**src/rtl/lote_inspecao_ctrl.sv**
```systemverilog
// Batch-inspection sequencer: settles the sensor word, samples the classifier once,
// holds a one-hot verdict with buzzer, counts verdicts and releases the conveyor.
//
//  state     | meaning
//  S_IDLE    | waiting for a batch under the sensors
//  S_SETTLE  | sensor word must stay unchanged for SETTLE_CYCLES cycles
//  S_EVAL    | one cycle; verdict and counters captured at its closing edge
//  S_REPORT  | verdict shown for HOLD_CYCLES cycles, buzzer beeps on refusal
//  S_RELEASE | conveyor advances until the batch leaves the sensors
module lote_inspecao_ctrl #(
   parameter int SETTLE_CYCLES = 4,
   parameter int HOLD_CYCLES   = 16,
   parameter int BEEP_CYCLES   = 2,
   parameter int CNT_W         = 8
) (
   input  logic             clk,
   input  logic             rst_n,
   input  logic             lote_presente,
   input  logic [4:0]       sensores,
   input  logic             clr_cnt,
   output logic [4:0]       sensores_q,
   input  logic             ver_aceito,
   input  logic             ver_comprometido,
   output logic             lote_aceito,
   output logic             lote_comprometido,
   output logic             lote_recusado,
   output logic             verdict_valid,
   output logic             sound_buzzer,
   output logic             esteira_avanca,
   output logic [CNT_W-1:0] cnt_aceito,
   output logic [CNT_W-1:0] cnt_comprometido,
   output logic [CNT_W-1:0] cnt_recusado
);

   localparam int SW = (SETTLE_CYCLES > 1) ? $clog2(SETTLE_CYCLES) : 1;
   localparam int HW = (HOLD_CYCLES   > 1) ? $clog2(HOLD_CYCLES)   : 1;
   localparam int BW = (BEEP_CYCLES   > 1) ? $clog2(BEEP_CYCLES)   : 1;

   typedef enum logic [2:0] {
      S_IDLE,
      S_SETTLE,
      S_EVAL,
      S_REPORT,
      S_RELEASE
   } state_t;

   state_t          state, state_nxt;
   logic [SW-1:0]   settle_cnt;
   logic [HW-1:0]   hold_cnt;
   logic [BW-1:0]   beep_cnt;
   logic            v_acc, v_comp, v_rec;
   logic            sens_stable;

   // Neither or both classifier outputs is treated as a refusal (fail-safe).
   assign v_acc       = ver_aceito & ~ver_comprometido;
   assign v_comp      = ver_comprometido & ~ver_aceito;
   assign v_rec       = ~(ver_aceito ^ ver_comprometido);
   assign sens_stable = (sensores == sensores_q);

   always_ff @(posedge clk or negedge rst_n) begin
      if (!rst_n) state <= S_IDLE;
      else        state <= state_nxt;
   end

   always_comb begin
      state_nxt = state;
      case (state)
         S_IDLE:    if (lote_presente) state_nxt = S_SETTLE;
         S_SETTLE: begin
            if (!lote_presente)                       state_nxt = S_IDLE;
            else if (sens_stable && settle_cnt == '0) state_nxt = S_EVAL;
         end
         S_EVAL:    state_nxt = S_REPORT;
         S_REPORT:  if (hold_cnt == '0) state_nxt = S_RELEASE;
         S_RELEASE: if (!lote_presente) state_nxt = S_IDLE;
         default:   state_nxt = S_IDLE;
      endcase
   end

   always_ff @(posedge clk or negedge rst_n) begin
      if (!rst_n) begin
         sensores_q        <= '0;
         settle_cnt        <= '0;
         hold_cnt          <= '0;
         beep_cnt          <= '0;
         lote_aceito       <= 1'b0;
         lote_comprometido <= 1'b0;
         lote_recusado     <= 1'b0;
         verdict_valid     <= 1'b0;
         sound_buzzer      <= 1'b0;
         esteira_avanca    <= 1'b0;
      end else begin
         case (state)
            S_IDLE: begin
               if (lote_presente) begin
                  sensores_q <= sensores;
                  settle_cnt <= SW'(SETTLE_CYCLES - 1);
               end
            end
            S_SETTLE: begin
               if (lote_presente) begin
                  if (!sens_stable) begin
                     sensores_q <= sensores;
                     settle_cnt <= SW'(SETTLE_CYCLES - 1);
                  end else if (settle_cnt != '0) begin
                     settle_cnt <= settle_cnt - 1'b1;
                  end
               end
            end
            S_EVAL: begin
               lote_aceito       <= v_acc;
               lote_comprometido <= v_comp;
               lote_recusado     <= v_rec;
               verdict_valid     <= 1'b1;
               sound_buzzer      <= v_rec;
               hold_cnt          <= HW'(HOLD_CYCLES - 1);
               beep_cnt          <= BW'(BEEP_CYCLES - 1);
            end
            S_REPORT: begin
               if (hold_cnt == '0) begin
                  esteira_avanca <= 1'b1;
                  sound_buzzer   <= 1'b0;
               end else begin
                  hold_cnt <= hold_cnt - 1'b1;
                  if (beep_cnt == '0) begin
                     sound_buzzer <= lote_recusado & ~sound_buzzer;
                     beep_cnt     <= BW'(BEEP_CYCLES - 1);
                  end else begin
                     beep_cnt <= beep_cnt - 1'b1;
                  end
               end
            end
            S_RELEASE: begin
               if (!lote_presente) begin
                  lote_aceito       <= 1'b0;
                  lote_comprometido <= 1'b0;
                  lote_recusado     <= 1'b0;
                  verdict_valid     <= 1'b0;
                  esteira_avanca    <= 1'b0;
               end
            end
            default: ;
         endcase
      end
   end

   // Clear has priority over the increment captured at the end of EVAL.
   always_ff @(posedge clk or negedge rst_n) begin
      if (!rst_n) begin
         cnt_aceito       <= '0;
         cnt_comprometido <= '0;
         cnt_recusado     <= '0;
      end else if (clr_cnt) begin
         cnt_aceito       <= '0;
         cnt_comprometido <= '0;
         cnt_recusado     <= '0;
      end else if (state == S_EVAL) begin
         if (v_acc && cnt_aceito != {CNT_W{1'b1}})
            cnt_aceito <= cnt_aceito + 1'b1;
         if (v_comp && cnt_comprometido != {CNT_W{1'b1}})
            cnt_comprometido <= cnt_comprometido + 1'b1;
         if (v_rec && cnt_recusado != {CNT_W{1'b1}})
            cnt_recusado <= cnt_recusado + 1'b1;
      end
   end

endmodule
```
**config.mk**
```make
export PLATFORM = sky130hd
export DESIGN_NAME = lote_inspecao_ctrl
export DESIGN_NICKNAME = d
export VERILOG_FILES = /design/src/rtl/lote_inspecao_ctrl.sv
export SDC_FILE = /design/constraint.sdc
export NUM_CORES = 1
export LEC_CHECK = 0
export ABC_CLOCK_PERIOD_IN_PS = 1800
export BUFFER_PORTS_ARGS = -buffer_cell sky130_fd_sc_hd__buf_2
export CAP_MARGIN = 20
export CORE_MARGIN = 2
export CORE_UTILIZATION = 57
export CTS_BUF_LIST = sky130_fd_sc_hd__clkbuf_4
export CTS_CLUSTER_SIZE = 40
export DETAILED_ROUTE_END_ITERATION = 10
export PLACE_DENSITY = 0.82
export RECOVER_POWER = 50
export SLEW_MARGIN = 20
export SYNTH_ARGS = -nofsm -noshare
export SYNTH_HDL_FRONTEND = slang
export SYNTH_SLANG_ARGS = --single-unit
```
**constraint.sdc**
```tcl
create_clock -name clk -period 1.8 [get_ports clk]
set_input_delay 0.09 -clock clk [delete_from_list [all_inputs] [get_ports clk]]
set_output_delay 0.09 -clock clk [all_outputs]
set_load 0.05 [all_outputs]
```
* Yosys cells after proc, flatten, opt, wreduce, memory -nomap -nowiden *
Cells that the tools add are included.

word-level totals
  flip-flop bits (word level) = 45
  bits of input ports = 11
  output and inout bits = 35
  logic and storage cells = 110

operators by class
  add/subtract/negate cells = 6
  equality and inequality tests = 17
  mux-type cells = 39
  bitwise operators = 8
  reduce and logical (&&, ||, !) cells = 26

operators by type and width
  cell                                                                    number
  8-bit two-way mux                                                       9
  8-bit by 1-bit adder with 8-bit output (second input constant)          3
  8-bit != test (second input constant)                                   3
  2-bit nonzero test                                                      9
  3-bit two-way mux                                                       5
  5-bit two-way mux                                                       3
  3-bit case mux with 5 select lines                                      1
  1-bit case mux with 2 select lines                                      7
  2-bit != test (second input constant)                                   6
  2-bit AND reduction                                                     6
  4-bit AND reduction                                                     3
  5-bit case mux with 2 select lines                                      1
  3-bit != test (second input constant)                                   3
  2-bit two-way mux                                                       4
  4-bit case mux with 2 select lines                                      1
  3-bit by 2-bit equality test with 1-bit output (second input constant)  2
  1-bit two-way mux                                                       6
  5-bit equality test                                                     1
  1-bit logical AND                                                       4
  4-bit zero test                                                         1
  4-bit two-way mux                                                       1
  1-bit inverter                                                          4
  2-bit case mux with 2 select lines                                      1
  4-bit by 1-bit subtractor with 4-bit output (second input constant)     1
  other kinds (9)                                                         11

* Longest topological paths before layout *
Gate-level depths: netlist (run 1).

  depth after elaboration = 6
  depth in mapped cells = 6
  mapped depth without buffers = 6

* Worst setup path after synthesis (run 1) *
OpenSTA, ideal clock, no wires.

  path type = register to register
  start = register sensores_q[2]
  end = register sensores_q[0]
  arrival time = 1.660 ns
  data required time = 1.675 ns
  slack = 0.015 ns
  stages on the path, launching flop included = 5
  path buffers = 0
  clock period less this slack = 1.785 ns
  cells stage by stage = dfrtp_1 > xnor2_1 > nand3_1 > o31ai_2 > mux2_2

on the way
  word-level cells in the longest chain between the ends = 3

RTL lines
  element                        RTL line  RTL
  from (decl)                    21        output logic [4:0] sensores_q,
  from (signal assigned)         96        sensores_q <= sensores;
  from (signal assigned)         103       sensores_q <= sensores;
  5-bit equality test            58        assign sens_stable = (sensores == sensores_q);
  2-bit != test (no line)        --
  4-bit AND reduction (no line)  --

No other way between the ends.
A chain may end at the register's enable or synchronous reset.

* Worst setup path after layout (run 1) *
  start = register sensores_q[2]
  end = register sensores_q[2]

Same word-level chain as after synthesis.

==> flow_summary_export.csv, run 1 <==
group,metric,value,unit
run_status,outcome,"completed",
timing,rsz0062_at_grt,"false",
clock_tree,clk_pin_slew,0.14,ns
yosys,synth_edf_count,0,
cells_and_area,nets,316,
pwr,combPwrFrac,0.091,
place,io_buffers,45,
floorplan,die_w,68.89,um
clock_tree,cts_sinks,45,
yosys,synthMuxAreaShare,0.05266,
detailed_routing,vias_per_cell,5.659,
cells_and_area,ff_latch_area,1127,um2
timing,worst_pin_slew,1.095,ns
timing,finalClockSkew,0.009065,ns
setup_path,critPathKind,"register to register",
pwr,switching_share,0.2387,
clock_tree,cts_setup_buffers,0,
pwr,power,1.995,mW
setup_path,crit_arrival,1.92,ns
clock_tree,clk_path_buf_depth,2,
detailed_routing,first_pass_iters,4,
pwr,leakage,1.338,nW
cells_and_area,final_layout_size_suffix_gt1_frac,0.1806,
yosys,syn_inst,240,
place,place_congestion,0.8385,
yosys,synth_xor_area_frac,0.06569,
clock_tree,clk_latency,0.36,ns
clock_tree,cts_buffers,5,
pwr,p_seq_frac,0.520,
setup_path,path_max_fanout,5,
detailed_routing,wire_per_inst,13.97,um
yosys,synth_cell_types,46,
floorplan,die_height,68.89,um
yosys,synth_seq_cells,45,
floorplan,ios,46,
yosys,synth-async-reset-ratio,1.000,
global_route,grt_pass1_wl,7.824,mm
timing,whs,0.1461,ns
clock_tree,cts_root_buffer,"clkbuf_4",
min_path,hold_depth,2,
pwr,powerDensity,701.2,nW/um2
floorplan,die-area,4745,um2
floorplan,rows,23,
timing,fin_tns_setup,0,ns
yosys,ys.warnings.count,0,
place,dpl.hpwl,3.420,mm
timing,max_slew_margin,0.2700,
setup_path,ff2ff_path_depth,4,
min_path,hp-class,"input port to register",
yosys,synth_area,2400,um2
detailed_routing,drc,0,
job,maxCapViolCount,0,
yosys,synth.net_count,258,
timing,final-setup-viol-count,0,
cells_and_area,nFillCells,340,
yosys,synth_fa_ha_area_frac,0.03650,
cells_and_area,n_antenna_cell,0,
detailed_routing,vias,1975,
yosys,synth-seq-area-share,0.4692,
clock_tree,h-tree-depth,2,
setup_path,endpoint_kind,"register",
timing,fin_crit_sh,0.9177,
timing,period_minus_slack,1.652,ns
timing,drv_slew,0,
pwr,peakVddDrop,0.4134,mV
yosys,synth-compound-area-share,0.1131,
pwr,pwr-share-clk,0.389,
global_route,grt_pass1_vias,1789,
yosys,synthSimpleGateAreaFrac,0.2331,
floorplan,core_area,4029,um2
detailed_routing,drt-total-wl,4.874,mm
yosys,synth_top_family_by_area,"simple AND/OR/NAND/NOR gates",
cells_and_area,multi_input_area,1202,um2
global_route,grt.overflow.total,0,
cells_and_area,syn2layout_area_growth,18.56,%
global_route,grt_antenna_before_repair,0,
pwr,power_switching,0.4762,mW
pwr,p_int,1.519,mW
setup_path,startpoint_type,"register",
global_route,grt_usage,0.2199,
detailed_routing,drt_iter0_markers,120,
detailed_routing,postRouteAntennaNets,0,
global_route,grt_max_degree,46,
yosys,synthFlopType,"dfrtp_1",
setup_path,cp.required,2.07,ns
clock_tree,cts_tree,"done",
timing,max_freq,0.6054,GHz
yosys,synth_area_per_cell,9.999,um2
floorplan,start_util,0.5957,
timing,hold_viol_final,0,
==> metrics by stage <==
stage | instances | utilization | instance area, um2 | setup slack [ns]
after CTS | 349 | 0.7118 | 2868 | 0.1276
after global routing | 349 | 0.7062 | 2845 | 0.04228
after global placement | 334 | 0.6689 | 2695 | 0.2179
after detailed placement | 334 | 0.6689 | 2695 | 0.1677
final | 349 | 0.7062 | 2845 | 0.1481
after floorplan | 240 | - | 2400 | 0.01522
==> cells in the mapped netlist (5+ instances only) <==
master   instances  area [um2]
nand4_1          7       43.79
mux2_2           5       56.30
inv_1           11       41.29
or3_1            7       43.79
o21ai_0          9       45.04
xor2_1          11       96.34
nand3_1          8       40.04
nor2_1          23       86.33
ha_1             7       87.58
xnor2_1          7       61.31
dfrtp_1         45        1126
a21oi_1         12       60.06
nand2_1         20       75.07
mux2i_1          7       70.07
==> cell families (layout without fill, tap and decap cells) <==
family,Yosys count,in the layout
AOI/OAI and AO/OA,42,42
and+or+nand+nor,99,99
adders and majority gates,7,7
muxes,12,12
DFF,45,45
buffers and inverters,17,76
xor gates and xnor gates,18,18
==> timing repair <==
| item | 4_1_cts | 5_1_grt |
|---|---|---|
| gates resized for setup | 0 | 1 |
| setup endpoints to repair | 0 | 1 |
| hold buffers | 7 | 0 |
| hold endpoints to repair | 52 | 0 |
==> layer usage <==
| layer | vias to the layer above | global-route usage | part of all wire |
|---|---|---|---|
| met2 | 55 | 0.3642 | 0.49 |
| met4 | 0 | 0.05637 | 0.0049 |
| met3 | 4 | 0.05195 | 0.043 |
| li1 | 979 | - | - |
| met1 | 937 | 0.2919 | 0.47 |
| met5 | - | 0 | 0 |
==> area by class of cell <==
cell class                 instances  area share
timing repair buffer              57      0.1086
clock inverter                     3     0.02287
inverter                          11     0.01451
sequential                        45      0.3962
tap                               50     0.02199
multi-input combinational        178      0.4226
clock buffer                       5     0.01319
==> path summary, 6_finish.rpt <==
check,endpoint,slack [ns],from
worst max-delay path,sensores_q[2]$_DFFE_PN0P_,0.15,sensores_q[2]$_DFFE_PN0P_
worst min-delay path,cnt_comprometido[5]$_DFFE_PN0P_,0.15,clr_cnt
worst max register to register,sensores_q[2]$_DFFE_PN0P_,0.15,sensores_q[2]$_DFFE_PN0P_
worst min register to register,settle_cnt[0]$_DFFE_PN0P_,0.48,settle_cnt[0]$_DFFE_PN0P_
max in group asynchronous,state[1]$_DFFE_PN0P_,0.55,rst_n
min in group asynchronous,sound_buzzer$_DFFE_PN0P_,0.52,rst_n
==> worst max-delay path, stage by stage (launching register included) <==
cell and delay (ns):
dfrtp_1 0.43, xnor2_1 0.16, nand3_1 0.19, o31ai_2 0.39, mux2_2 0.38
==> power by group through the flow <==
stage | combinational [mW] | clock (mW) | sequential, mW
after detailed placement | 0.174 | 0 | 1.06
final | 0.182 | 0.775 | 1.04
after CTS | 0.187 | 0.785 | 1.04
after floorplan | 0.0678 | 0 | 1.10
after global routing | 0.201 | 0.826 | 1.04
after global placement | 0.174 | 0 | 1.06
==> flip-flops by register name, indices dropped and copies added (netlist names) <==
signal / flops
verdict_valid: 1
lote_recusado: 1
sensores_q: 5
cnt_comprometido: 8
lote_comprometido: 1
beep_cnt: 1
hold_cnt: 4
lote_aceito: 1
cnt_recusado: 8
sound_buzzer: 1
esteira_avanca: 1
settle_cnt: 2
cnt_aceito: 8
state: 3
==> layout by cell type, fill, tap and decap left out, types with 3 or more instances in the layout <==
master / count
o211ai_1: 4
and4bb_4: 3
buf_4: 4
xnor2_1: 7
nor3_1: 3
or3_1: 7
nand4_1: 7
ha_1: 7
nor2_1: 23
nand3_1: 8
o22ai_1: 3
nand2_1: 20
buf_2: 28
and3_1: 4
a21oi_1: 12
o21ai_0: 9
xor2_1: 11
mux2i_1: 7
mux2_2: 5
clkbuf_1: 17
o2111ai_1: 3
clkbuf_4: 5
dfrtp_1: 44
and2_1: 4
nor3b_1: 3
nand3b_1: 3
inv_1: 11
dlygate4sd3_1: 7
No activity file was read; power rests on OpenSTA's default activity.
==> run 2: changes to the inputs <==
- BUFFER_PORTS_ARGS: -buffer_cell sky130_fd_sc_hd__buf_2 -> default
- CORE_UTILIZATION: 57 -> 65
- DONT_BUFFER_PORTS: default -> 1
- PLACE_DENSITY: 0.82 -> 0.87
- TNS_END_PERCENT: default -> 5
==> flow_summary_export.csv, run 2 (synthesis gave the netlist of run 1 again) <==
group,metric,value,unit
setup_path,critPathKind,"register to register",
cells_and_area,reg_top3,"cnt_aceito: 8 flops, cnt_comprometido: 8 flops, cnt_recusado: 8 flops",
clock_tree,h-tree-depth,2,
cells_and_area,nFillCells,261,
timing,fin_crit_sh,0.9393,
place,dpl.hpwl,3.696,mm
pwr,powerDensity,604.4,nW/um2
timing,fin_ws,0.1092,ns
setup_path,path_max_fanout,4,
timing,drv_slew,0,
place,place_ws,0.1284,ns
pwr,leakage,1.299,nW
setup_path,startpoint_type,"register",
place,io_buffers,0,
setup_path,regToRegSetupSlack,0.11,ns
clock_tree,clk_pin_slew,0.14,ns
clock_tree,cts_sinks,45,
global_route,grt_antenna_before_repair,0,
clock_tree,cts_root_buffer,"clkbuf_4",
global_route,grt_usage,0.2780,
setup_path,path_buf_inv,1,
global_route,grt_pass1_wl,8.949,mm
floorplan,ios,46,
timing,max_freq,0.5914,GHz
detailed_routing,wire_per_inst,15.72,um
setup_path,endpoint_kind,"register",
detailed_routing,postRouteAntennaNets,0,
detailed_routing,drc,0,
timing,max_slew_margin,0.2693,
floorplan,start_util,0.6655,
floorplan,rows,22,
setup_path,cp.required,2.02,ns
min_path,hp-class,"input port to register",
timing,fin_tns_setup,0,ns
timing,worst_pin_slew,1.096,ns
cells_and_area,final_common_cell,"dfrtp_1",
pwr,power,1.699,mW
detailed_routing,drt-total-wl,5.282,mm
job,maxCapViolCount,0,
global_route,grt_pass1_vias,2050,
clock_tree,clk_latency,0.36,ns
cells_and_area,nets,305,
timing,finalClockSkew,0.01855,ns
floorplan,die_w,64.76,um
detailed_routing,drt_iter0_markers,181,
setup_path,cp_cell_sequence,"clkbuf_1 > and3_1 > nand4_1 > mux2i_1 > nor2_1",
timing,final-setup-viol-count,0,
floorplan,core_area,3606,um2
clock_tree,cts_tree,"done",
global_route,grt_max_degree,46,
timing,hold_viol_final,0,
setup_path,crit_arrival,1.91,ns
cells_and_area,layout_common_cells,"dfrtp_1 (45), buf_4 (25), nor2_1 (23)",
cells_and_area,syn2layout_area_growth,17.15,%
timing,rsz0062_at_grt,"false",
floorplan,die_height,64.76,um
place,place_congestion,0.8452,
floorplan,die-area,4194,um2
setup_path,slowest_delay,0.56,ns
cells_and_area,final_layout_size_suffix_gt1_frac,0.1667,
clock_tree,cts_buffers,5,
global_route,grt.overflow.total,0,
setup_path,crit_family,"buffers and inverters",
clock_tree,clk_path_buf_depth,2,
detailed_routing,first_pass_iters,4,
cells_and_area,n_antenna_cell,0,
timing,period_minus_slack,1.691,ns
detailed_routing,vias,1987,
setup_path,cp_slowest_cell,"clkbuf_1",
detailed_routing,vias_per_cell,5.914,
run_status,outcome,"completed",
pwr,peakVddDrop,0.3965,mV
cells_and_area,final_util,0.7797,
run 2: cell count changes in the layout (fill, tap and decap cells not counted), moves of 2 or more:
cell,delta
clkbuf_1,-5
buf_4,+21
bufinv_16,-2
buf_2,-28
run 2: cell type report:
cell class,count,area [um2],area share
clock inverter,2,10.01,0.003560
tap,48,60.06,0.02136
timing repair buffer,46,317.8,0.1130
sequential,45,1126,0.4005
multi-input combinational,178,1211,0.4308
inverter,11,41.29,0.01469
clock buffer,6,45.04,0.01602
run 2: worst paths after layout:
path                       depth (start not counted)                         endpoint                             from
hold reg to reg                                    1        settle_cnt[0]$_DFFE_PN0P_        settle_cnt[0]$_DFFE_PN0P_
max in group asynchronous                          2      cnt_recusado[7]$_DFFE_PN0P_                            rst_n
min in group asynchronous                          2          hold_cnt[3]$_DFFE_PN0P_                            rst_n
hold / removal                                     3        lote_recusado$_DFFE_PN0P_                 ver_comprometido
setup / recovery                                   5  cnt_comprometido[6]$_DFFE_PN0P_  cnt_comprometido[3]$_DFFE_PN0P_
setup reg to reg                                   5  cnt_comprometido[6]$_DFFE_PN0P_  cnt_comprometido[3]$_DFFE_PN0P_
run 2: tightest hold or removal path, stage by stage:
cell	delay, ns
ha_1	0.16
o22ai_1	0.08
a21oi_1	0.11
run 2: power breakdown:
group	internal [mW]	switching, mW
logic	0.0627	0.121
registers	1.02	0.0111
clock network	0.164	0.315
run 2: metrics by stage:
step | area [um2] | hold WS, ns | instances
finish | 2811 | 0.1032 | 336
global route | 2811 | 0.1184 | 336
CTS | 2870 | 0.08590 | 336
detailed placement | 2708 | -0.2045 | 319
global placement | 2708 | -0.2046 | 319
floorplan | 2400 | -0.2056 | 240
run 2: per-layer routing:
| layer | wire (um) | vias up | GRT usage |
|---|---|---|---|
| met5 | 0 | - | 0 |
| met4 | 73 | 0 | 0.09309 |
| met3 | 314 | 9 | 0.07986 |
| met2 | 2731 | 67 | 0.4948 |
| met1 | 2163 | 956 | 0.3193 |
| li1 | - | 955 | - |
run 2: repair_timing:
| item | in CTS | in global routing |
|---|---|---|
| setup endpoints to repair | 0 | 4 |
| resized for setup | 0 | 2 |
| hold endpoints to repair | 77 | 0 |
| buffers inserted | 0 | 0 |
| hold buffers | 9 | 0 |
==> run 3: changes to the inputs <==
- ABC_CLOCK_PERIOD_IN_PS: 1800 -> 2000
- CORE_UTILIZATION: 65 -> 70
- PLACE_DENSITY: 0.87 -> 0.92
- clock period: 1.8 -> 2 ns (I/O delays scaled with it)
==> flow_summary_export.csv, run 3 (synthesis gave the netlist of run 1 again) <==
group,metric,value,unit
timing,rsz0062_at_grt,"false",
setup_path,endpoint_kind,"register",
detailed_routing,drt-total-wl,5.959,mm
timing,max_freq,0.5340,GHz
detailed_routing,met2_length,3.019,mm
pwr,p_int,1.362,mW
clock_tree,cts_tree,"done",
pwr,leakage,1.272,nW
timing,final-setup-viol-count,0,
cells_and_area,layout_common_cells,"dfrtp_1 (44), nor2_1 (23), nand2_1 (20)",
timing,finalClockSkew,0.01338,ns
detailed_routing,wire_per_inst,18.22,um
detailed_routing,drt_iter0_markers,148,
timing,drv_slew,0,
floorplan,die_height,62.55,um
setup_path,critPathKind,"register to register",
clock_tree,cts_setup_buffers,0,
global_route,grt.overflow.total,0,
cells_and_area,final_cells,327,
cells_and_area,n_antenna_cell,0,
detailed_routing,vias_per_cell,6.312,
floorplan,die_w,62.55,um
global_route,grt_pass1_vias,2141,
clock_tree,clk_pin_slew,0.13,ns
pwr,peakVddDrop,0.5088,mV
floorplan,die-area,3913,um2
timing,period_minus_slack,1.873,ns
run_status,outcome,"completed",
global_route,grt_pass1_wl,10.45,mm
global_route,grt_antenna_before_repair,0,
detailed_routing,drt-met1-wl,2.320,mm
clock_tree,h-tree-depth,2,
floorplan,core_area,3311,um2
job,maxCapViolCount,0,
pwr,power_switching,0.4232,mW
clock_tree,clk_latency,0.37,ns
pwr,switching_share,0.2370,
clock_tree,clk_path_buf_depth,2,
setup_path,path_max_fanout,4,
detailed_routing,postRouteAntennaNets,0,
global_route,grt_usage,0.3425,
pwr,combPwrFrac,0.089,
cells_and_area,final_common_cell,"dfrtp_1",
place,dpl.hpwl,3.712,mm
place,io_buffers,0,
cells_and_area,reg_top3,"cnt_aceito: 8 flops, cnt_comprometido: 8 flops, cnt_recusado: 8 flops",
detailed_routing,top_layer,"met4",
timing,fin_crit_sh,0.9363,
setup_path,crit_arrival,2.16,ns
cells_and_area,nets,298,
clock_tree,cts_root_buffer,"clkbuf_4",
cells_and_area,syn2layout_area_growth,16.37,%
setup_path,cp.required,2.29,ns
clock_tree,cts_buffers,5,
pwr,pwr-share-clk,0.387,
place,dpl.cell_count,310,
cells_and_area,final_layout_size_suffix_gt1_frac,0.1388,
floorplan,rows,21,
floorplan,ios,46,
min_path,hp-class,"input port to register",
pwr,powerDensity,639.4,nW/um2
timing,hold_viol_final,0,
place,place_congestion,0.8458,
detailed_routing,first_pass_iters,5,
floorplan,start_util,0.7249,
global_route,grt_max_degree,46,
detailed_routing,dr_wl_met3,469,um
timing,fin_tns_setup,0,ns
detailed_routing,drc,0,
detailed_routing,vias,2064,
pwr,p_seq_frac,0.524,
clock_tree,cts_sinks,45,
timing,worst_pin_slew,1.095,ns
timing,max_slew_margin,0.2697,
setup_path,startpoint_type,"register",
==> run 3: path summary, 6_finish.rpt <==
kind | start | end | slack, ns | depth (start not counted)
max | cnt_aceito[5]$_DFFE_PN0P_ | cnt_aceito[6]$_DFFE_PN0P_ | 0.13 | 4
min | ver_comprometido | lote_recusado$_DFFE_PN0P_ | 0.08 | 3
max reg2reg | cnt_aceito[5]$_DFFE_PN0P_ | cnt_aceito[6]$_DFFE_PN0P_ | 0.13 | 4
min reg2reg | beep_cnt$_DFFE_PN0P_ | beep_cnt$_DFFE_PN0P_ | 0.49 | 1
max in group asynchronous | rst_n | state[1]$_DFFE_PN0P_ | 0.81 | 2
min in group asynchronous | rst_n | sensores_q[1]$_DFFE_PN0P_ | 0.45 | 2
==> run 3: layer usage <==
layer,vias up,global-route usage
met5,-,0
met4,0,0.1333
met3,17,0.1027
met2,113,0.5766
met1,992,0.4141
li1,942,-
==> run 3: per-stage QoR <==
stage                 util  cell area, um2  setup slack, ns  power (mW)  hold WS (ns)
global placement    0.8012            2653           0.3678       1.072       -0.1944
detailed placement  0.8012            2653           0.2722       1.076       -0.1945
global route        0.8435            2793          0.04905       1.855       0.08604
CTS                 0.8624            2855           0.1676       1.797       0.07570
finish              0.8435            2793           0.1274       1.786       0.08320
floorplan                -            2400           0.2152       1.050       -0.1956
==> run 3: power by group through the flow <==
stage          combinational [mW]  clock (mW)  sequential, mW
2_1_floorplan              0.0610           0           0.989
3_3_place_gp                0.121           0           0.950
3_5_place_dp                0.124           0           0.952
4_1_cts                     0.167       0.695           0.934
5_1_grt                     0.172       0.746           0.938
6_report                    0.159       0.691           0.935
==> run 3: worst max-delay path: stages, from the launching register on <==
cell and delay [ns]:
dfrtp_1 0.40, clkbuf_1 0.59, nand3_1 0.22, or3_1 0.41
a21oi_1 0.16
==> run 3: repair_timing <==
action	in CTS	in global routing
endpoints found under the hold margin	77	0
gates resized for setup	0	1
endpoints found under the setup margin	0	1
hold buffers	9	0
==> run 3: cell type report <==
cell class | count | area, um2
multi-input cells | 178 | 1202
flip-flops and latches | 45 | 1127
fillers | 198 | 518.0
repair buffers | 39 | 261.5
clock inverters | 3 | 65.06
well taps | 46 | 57.56
inverters | 11 | 41.29
clock buffers | 5 | 37.54
